<file path="config.mk">
export PLATFORM = sky130hd
export DESIGN_NAME = pkt_feeder
export DESIGN_NICKNAME = d
export VERILOG_FILES = /design/src/rtl/pkt_pkg.sv /design/src/rtl/pkt_desc_fifo.sv /design/src/rtl/pkt_feeder.sv
export SDC_FILE = /design/constraint.sdc
export NUM_CORES = 1
export LEC_CHECK = 0
export BUFFER_PORTS_ARGS = -buffer_cell sky130_fd_sc_hd__buf_2
export CORE_UTILIZATION = 48
export CTS_BUF_LIST = sky130_fd_sc_hd__clkbuf_4 sky130_fd_sc_hd__clkbuf_8 sky130_fd_sc_hd__clkbuf_16
export DETAILED_ROUTE_END_ITERATION = 12
export PLACE_DENSITY = 0.74
export REMOVE_ABC_BUFFERS = 1
export SLEW_MARGIN = 10
export SYNTH_ARGS = -nofsm -noshare
export SYNTH_HDL_FRONTEND = slang
export SYNTH_SLANG_ARGS = --single-unit
</file>
<file path="constraint.sdc">
create_clock -name clk -period 2.85 [get_ports clk]
set_clock_uncertainty 0.15 [all_clocks]
set_input_delay 0.7125 -clock clk [delete_from_list [all_inputs] [get_ports clk]]
set_output_delay 0.7125 -clock clk [all_outputs]
set_load 0.005 [all_outputs]
</file>
<file path="src/rtl/pkt_pkg.sv">
// Shared definitions for the packet feeder that sits in front of q_server:
// default widths/delays and the feeder FSM state encoding.
package pkt_pkg;

    localparam int LEN_W_DEF   = 8;
    localparam int DEPTH_DEF   = 4;
    localparam int RDY_DLY_DEF = 2;

    // Feeder FSM states, fixed 3-bit encoding
    typedef enum logic [2:0] {
        IDLE     = 3'd0,
        WAIT_RDY = 3'd1,
        ARM      = 3'd2,
        SEND     = 3'd3,
        DONE     = 3'd4
    } state_t;

endpackage

</file>
<file path="src/rtl/pkt_desc_fifo.sv">
// Small synchronous descriptor FIFO for pkt_feeder.
// Exposes the head entry and the entry behind it, so the feeder can pop the
// finished packet and load the following length in the same cycle.
// The full flag is registered, so in_ready upstream comes straight off a flop.
module pkt_desc_fifo
    import pkt_pkg::*;
#(
    parameter int DEPTH = DEPTH_DEF,
    parameter int LEN_W = LEN_W_DEF
) (
    input  logic                       clk,
    input  logic                       rst,
    input  logic                       push,
    input  logic [LEN_W-1:0]           push_data,
    input  logic                       pop,
    output logic [LEN_W-1:0]           head_data,
    output logic [LEN_W-1:0]           next_data,
    output logic [$clog2(DEPTH):0]     count,
    output logic                       full,
    output logic                       empty
);

    localparam int AW = $clog2(DEPTH);
    localparam int CW = AW + 1;

    logic [LEN_W-1:0] mem [DEPTH];
    logic [AW-1:0]    wr_ptr;
    logic [AW-1:0]    rd_ptr;
    logic [AW-1:0]    rd_ptr_nx;
    logic [CW-1:0]    count_nx;
    logic             push_ok;
    logic             pop_ok;

    // A full FIFO refuses a push even when a pop happens in the same cycle
    assign push_ok   = push && !full;
    assign pop_ok    = pop && !empty;
    assign rd_ptr_nx = rd_ptr + AW'(1);
    assign head_data = mem[rd_ptr];
    assign next_data = mem[rd_ptr_nx];
    assign empty     = (count == '0);

    // Next occupancy from accepted push and pop
    always_comb begin
        count_nx = count + CW'(push_ok) - CW'(pop_ok);
    end

    // Storage array, written only on an accepted push; no reset needed
    always_ff @(posedge clk) begin
        if (push_ok) begin
            mem[wr_ptr] <= push_data;
        end
    end

    // Pointers wrap modulo DEPTH; the occupancy counter separates full from empty
    always_ff @(posedge clk) begin
        if (rst) begin
            wr_ptr <= '0;
            rd_ptr <= '0;
            count  <= '0;
            full   <= 1'b0;
        end else begin
            if (push_ok) begin
                wr_ptr <= wr_ptr + AW'(1);
            end
            if (pop_ok) begin
                rd_ptr <= rd_ptr_nx;
            end
            count <= count_nx;
            full  <= (count_nx == CW'(DEPTH));
        end
    end

endmodule

</file>
<file path="src/rtl/pkt_feeder.sv">
// Upstream feeder for q_server: queues packet-length descriptors, presents the
// head length on pkt_len, arms the server through ena_n a fixed delay after it
// reports ready, and counts the length down while the server transmits.
// Optional build macro PKT_FEEDER_STATS_EN adds packet/unit statistics outputs.
module pkt_feeder
    import pkt_pkg::*;
#(
    parameter int DEPTH   = DEPTH_DEF,
    parameter int LEN_W   = LEN_W_DEF,
    parameter int RDY_DLY = RDY_DLY_DEF
) (
    input  logic                    clk,
    input  logic                    rst,
    input  logic                    in_valid,
    input  logic [LEN_W-1:0]        in_len,
    output logic                    in_ready,
    output logic                    zero_drop,
    output logic [LEN_W-1:0]        pkt_len,
    output logic                    ena_n,
    input  logic                    bool_ready,
    input  logic                    bool_go,
    output logic                    busy,
`ifdef PKT_FEEDER_STATS_EN
    output logic [15:0]             pkt_done_cnt,
    output logic [31:0]             unit_cnt,
`endif
    output logic [$clog2(DEPTH):0]  q_count
);

    localparam int CW    = $clog2(DEPTH) + 1;
    localparam int DLY_W = 3;

    state_t             state_q;
    state_t             state_d;
    logic [LEN_W-1:0]   len_d;
    logic [DLY_W-1:0]   dly_q;
    logic [DLY_W-1:0]   dly_d;
    logic               pop;
    logic               dec;
    logic               push;
    logic               fifo_full;
    logic               fifo_empty;
    logic [LEN_W-1:0]   head_data;
    logic [LEN_W-1:0]   next_data;

    // Zero-length descriptors are never stored
    assign push     = in_valid && (in_len != '0);
    assign in_ready = !fifo_full;

    pkt_desc_fifo #(
        .DEPTH (DEPTH),
        .LEN_W (LEN_W)
    ) u_fifo (
        .clk       (clk),
        .rst       (rst),
        .push      (push),
        .push_data (in_len),
        .pop       (pop),
        .head_data (head_data),
        .next_data (next_data),
        .count     (q_count),
        .full      (fifo_full),
        .empty     (fifo_empty)
    );

    // Next-state, length and arm-delay decisions for the packet FSM
    always_comb begin
        state_d = state_q;
        len_d   = pkt_len;
        dly_d   = dly_q;
        pop     = 1'b0;
        dec     = 1'b0;
        case (state_q)
            IDLE: begin
                if (!fifo_empty) begin
                    len_d   = head_data;
                    state_d = WAIT_RDY;
                end
            end
            WAIT_RDY: begin
                if (bool_ready) begin
                    dly_d   = '0;
                    state_d = ARM;
                end
            end
            ARM: begin
                if (!bool_ready) begin
                    state_d = WAIT_RDY;
                end else if (dly_q == DLY_W'(RDY_DLY)) begin
                    state_d = SEND;
                end else begin
                    dly_d = dly_q + DLY_W'(1);
                end
            end
            SEND: begin
                if (bool_go && (pkt_len != '0)) begin
                    dec   = 1'b1;
                    len_d = pkt_len - LEN_W'(1);
                    if (pkt_len == LEN_W'(1)) begin
                        state_d = DONE;
                    end
                end
            end
            DONE: begin
                if (!bool_go) begin
                    pop = 1'b1;
                    if (q_count > CW'(1)) begin
                        len_d   = next_data;
                        state_d = WAIT_RDY;
                    end else begin
                        len_d   = '0;
                        state_d = IDLE;
                    end
                end
            end
            default: begin
                state_d = IDLE;
            end
        endcase
    end

    // State, length, delay counter and registered outputs
    always_ff @(posedge clk) begin
        if (rst) begin
            state_q   <= IDLE;
            pkt_len   <= '0;
            dly_q     <= '0;
            ena_n     <= 1'b1;
            busy      <= 1'b0;
            zero_drop <= 1'b0;
        end else begin
            state_q   <= state_d;
            pkt_len   <= len_d;
            dly_q     <= dly_d;
            ena_n     <= (state_d != SEND);
            busy      <= (state_d != IDLE);
            zero_drop <= in_valid && in_ready && (in_len == '0);
        end
    end

`ifdef PKT_FEEDER_STATS_EN
    // Saturating count of completed packets
    always_ff @(posedge clk) begin
        if (rst) begin
            pkt_done_cnt <= '0;
        end else if (pop && (pkt_done_cnt != '1)) begin
            pkt_done_cnt <= pkt_done_cnt + 16'd1;
        end
    end

    // Saturating count of transmitted units
    always_ff @(posedge clk) begin
        if (rst) begin
            unit_cnt <= '0;
        end else if (dec && (unit_cnt != '1)) begin
            unit_cnt <= unit_cnt + 32'd1;
        end
    end
`endif

endmodule

</file>
==> metrics.md <==
| Metric | Value |
|---|---|
| Multi-input logic area | 0.00130 mm2 |
| Placer Congestion | 0.757 |
| Critical Path Max Stage Delay | 0.45 ns |
| Origin of the worst min-delay path | dly_q[2] |
| Vias in the first global route | 1886 |
| Postcts setup bufs | 0 |
| Internal power | 1.68 mW |
| Final min period | 2.67 ns |
| Cell depth of the worst min-delay path | 2 |
| Worst Setup End Kind | flip-flop |
| Grt total ovfl | 0 |
| Final-report hold violation count | 0 |
| Clk Latency, worst-skew pair | 0.34 ns |
| Combinational Power Share | 0.245 |
| Distinct cell type count after synthesis | 45 |
| Syn Area/Cell | 12.7 um2 |
| Num rows | 27 |
| Ant. Diodes | 0 |
| Final setup viols | 0 |
| Antenna-violating nets left | 0 |
| Post-DP Area | 0.00311 mm2 |
| Switching Share | 0.318 |
| Pins Over Slew Limit | 0 |
| Initial antenna violation count | 0 |
| Total GRT Usage | 0.198 |
| Crit share post-route | 0.938 |
| Mapped cell area | 0.00289 mm2 |
| Initial core utilization | 0.513 |
| Final Net Count | 287 |
| Mapped Cells | 227 |
| Worst Hold End | dly_q[2] |
| DP HPWL | 3.81 mm |
| Wirelength, routed | 5.56 mm |
| CTS clk-pin slew, worst paths | 0.07 ns |
| Worst R2R Start | state_q[2] |
| R2R Setup Slk | 0.18 ns |
| Top delay family on crit path | simple AND/OR/NAND/NOR gates |
| Final instance area | 0.00330 mm2 |
| Yosys top cell by area | edfxtp_1 |
| Cts hold-fix bufs | 0 |
| Initial DRC count | 128 |
| Final TNS setup | 0 ns |
| Req. time, crit path | 2.94 ns |
| CP cell instances | or3b_1, nor3_2, ha_1, inv_1, ha_1, fa_1, nor4_1 |
| Type of the worst min-delay path | reg2reg |
| TritonCTS Buffers | 9 |
| Seq cells post-synth | 59 |
| VDD IR-drop max | 0.000398 V |
| Vert. Die Dim | 79.7 um |
| Area Overhead vs Synth | 14.1% |
| Largest net degree at the start of global routing | 21 |
| First-pass GRT wire length | 9.07 mm |
| CTS tree | yes |
| Power Dens Cells | 744 mW/mm2 |
| Slew of the pin with the lowest slew margin | 0.559 ns |
| Routed via count | 1932 |
| Sequential area share after synthesis | 0.519 |
| Crit path kind | reg2reg |
| Synth warn | 0 |
| Die ar. | 0.00634 mm2 |
| Rel. slew slack | 0.627 |
| Core Area | 0.00564 mm2 |
| Startpoint Class | flip-flop |
| Fillers | 461 |
| Crit-path max FO | 9 |
| Max Cap Viol | 0 |
| CP bufs+invs | 1 |
| Top cells by area, synth | edfxtp_1 33%, dfxtp_1 19%, mux4_2 12%, ha_1 5.2%, a21oi_1 2.2% |
| FF+latch area | 0.00150 mm2 |
| Reg power frac | 0.448 |
| Clk sinks | 59 |
| Most common cell after layout, fill and taps aside | edfxtp_1 |
| Most frequent cells in the layout | 32 x edfxtp_1, 27 x dfxtp_1, 27 x buf_2 |
| Max H-tree Level | 3 |
| Port Buffer Count | 27 |
| # DRC | 0 |
| Clk buf depth | 2 |
| DR WL/cell | 16.4 um |
| Clock power share | 0.307 |
| Leak | 1.17 nW |
| Most frequent cell on the critical path | ha_1 |
| Fmax | 374 MHz |
| Status | complete, no violations |
| Reg2reg end | u_fifo.full |
| Layout cells sized above 1 | 0.263 |
| Critical Path AT | 2.76 ns |
| Post-synth top area share | 0.332 |
| Slowest cell on the critical path | dfxtp_1 |
| Clk root buf | clkbuf_8 |
| Die width | 79.7 um |
| Post-CTS Resized | 0 |
| Worst r2r path cells | 7 |
| Tot Pwr | 2.46 mW |
| Net Switching | 781 uW |
| IO Count | 28 |
| Length of the first detailed-routing pass in iterations | 4 |
| RSZ-0062 raised after global routing | false |
| Vias/cell | 5.72 |
==> synthesized netlist by cell type (all sizes together) <==
library cell	instances
nand3	3
nor2	16
dfxtp	27
fa	1
and3b	1
buf	5
a22oi	3
or4	1
nand2b	4
nor3	6
nand2	10
a21boi	1
clkbuf	3
xor2	4
edfxtp	32
nand3b	2
a221oi	7
mux4	16
nor4	5
a31o	2
xnor2	4
a211oi	2
and2	4
and3	1
a31oi	3
and4b	1
o21bai	1
o21ai	6
inv	13
nor2b	7
nor3b	2
nand4	2
a21o	5
a311oi	1
a21oi	13
ha	12
or3b	1
==> worst max path at each step <==
stage,startpoint,end,slack [ns],depth (start not counted)
2_1_floorplan,in_len[5],u_fifo.full,0.45,5
3_3_place_gp,in_len[1],u_fifo.full,0.31,6
3_5_place_dp,in_len[1],u_fifo.full,0.22,7
4_1_cts,state_q[2],u_fifo.full,0.20,7
5_1_grt,state_q[2],u_fifo.full,0.03,7
6_report,state_q[2],u_fifo.full,0.18,7
==> flip-flops by register name (all words and copies together) (netlist names), 2 cells and up, named ones only <==
name,count
u_fifo.mem,32
u_fifo.count,3
pkt_len,8
u_fifo.rd_ptr,2
u_fifo.wr_ptr,2
dly_q,3
state_q,3
==> layout make-up <==
class / instances / share of cell area
Tap cell: 72 / 0.0273
Clock inverter: 7 / 0.0208
Multi-Input combinational cell: 147 / 0.395
Clock buffer: 9 / 0.0375
Timing Repair Buffer: 31 / 0.0500
Sequential cell: 59 / 0.455
Inverter: 13 / 0.0148
==> worst reg2reg max path: stages, from the launching register on <==
cell and delay (ns):
dfxtp_1 0.45, or3b_1 0.44, nor3_2 0.29, ha_1 0.28, inv_1 0.05, ha_1 0.16, fa_1 0.44, nor4_1 0.31
==> logic make-up after synthesis <==
logic type	after synthesis	synth area share
buf+inv	21	0.0307
fa+ha+maj	13	0.0588
flops	59	0.519
mux	16	0.125
compound gates	44	0.113
simple gates	66	0.130
xor+xnor	8	0.0242
==> power groups by stage <==
stage | Combinational (mW) | Sequential (mW) | Clock (mW)
after global routing | 0.677 | 1.12 | 0.804
after detailed placement | 0.600 | 1.12 | 0
after floorplan | 0.430 | 1.10 | 0
final | 0.603 | 1.10 | 0.754
after global placement | 0.591 | 1.11 | 0
after CTS | 0.605 | 1.10 | 0.766
==> per-layer routing <==
| layer | track usage | wire length [um] |
|---|---|---|
| met5 | 0 | 0 |
| met4 | 0.127 | 117 |
| met3 | 0.0480 | 280 |
| met1 | 0.258 | 2600 |
| met2 | 0.295 | 2560 |
==> stage by stage <==
stage / util / instances / hold WS [ns] / worst slack (ns)
after floorplan: - / 219 / 0.321 / 0.451
after global placement: 0.551 / 322 / 0.337 / 0.314
after detailed placement: 0.551 / 322 / 0.341 / 0.220
after CTS: 0.585 / 338 / 0.361 / 0.200
after global routing: 0.585 / 338 / 0.386 / 0.0330
final: 0.585 / 338 / 0.364 / 0.178
No activity file was read; power rests on OpenSTA's default activity.
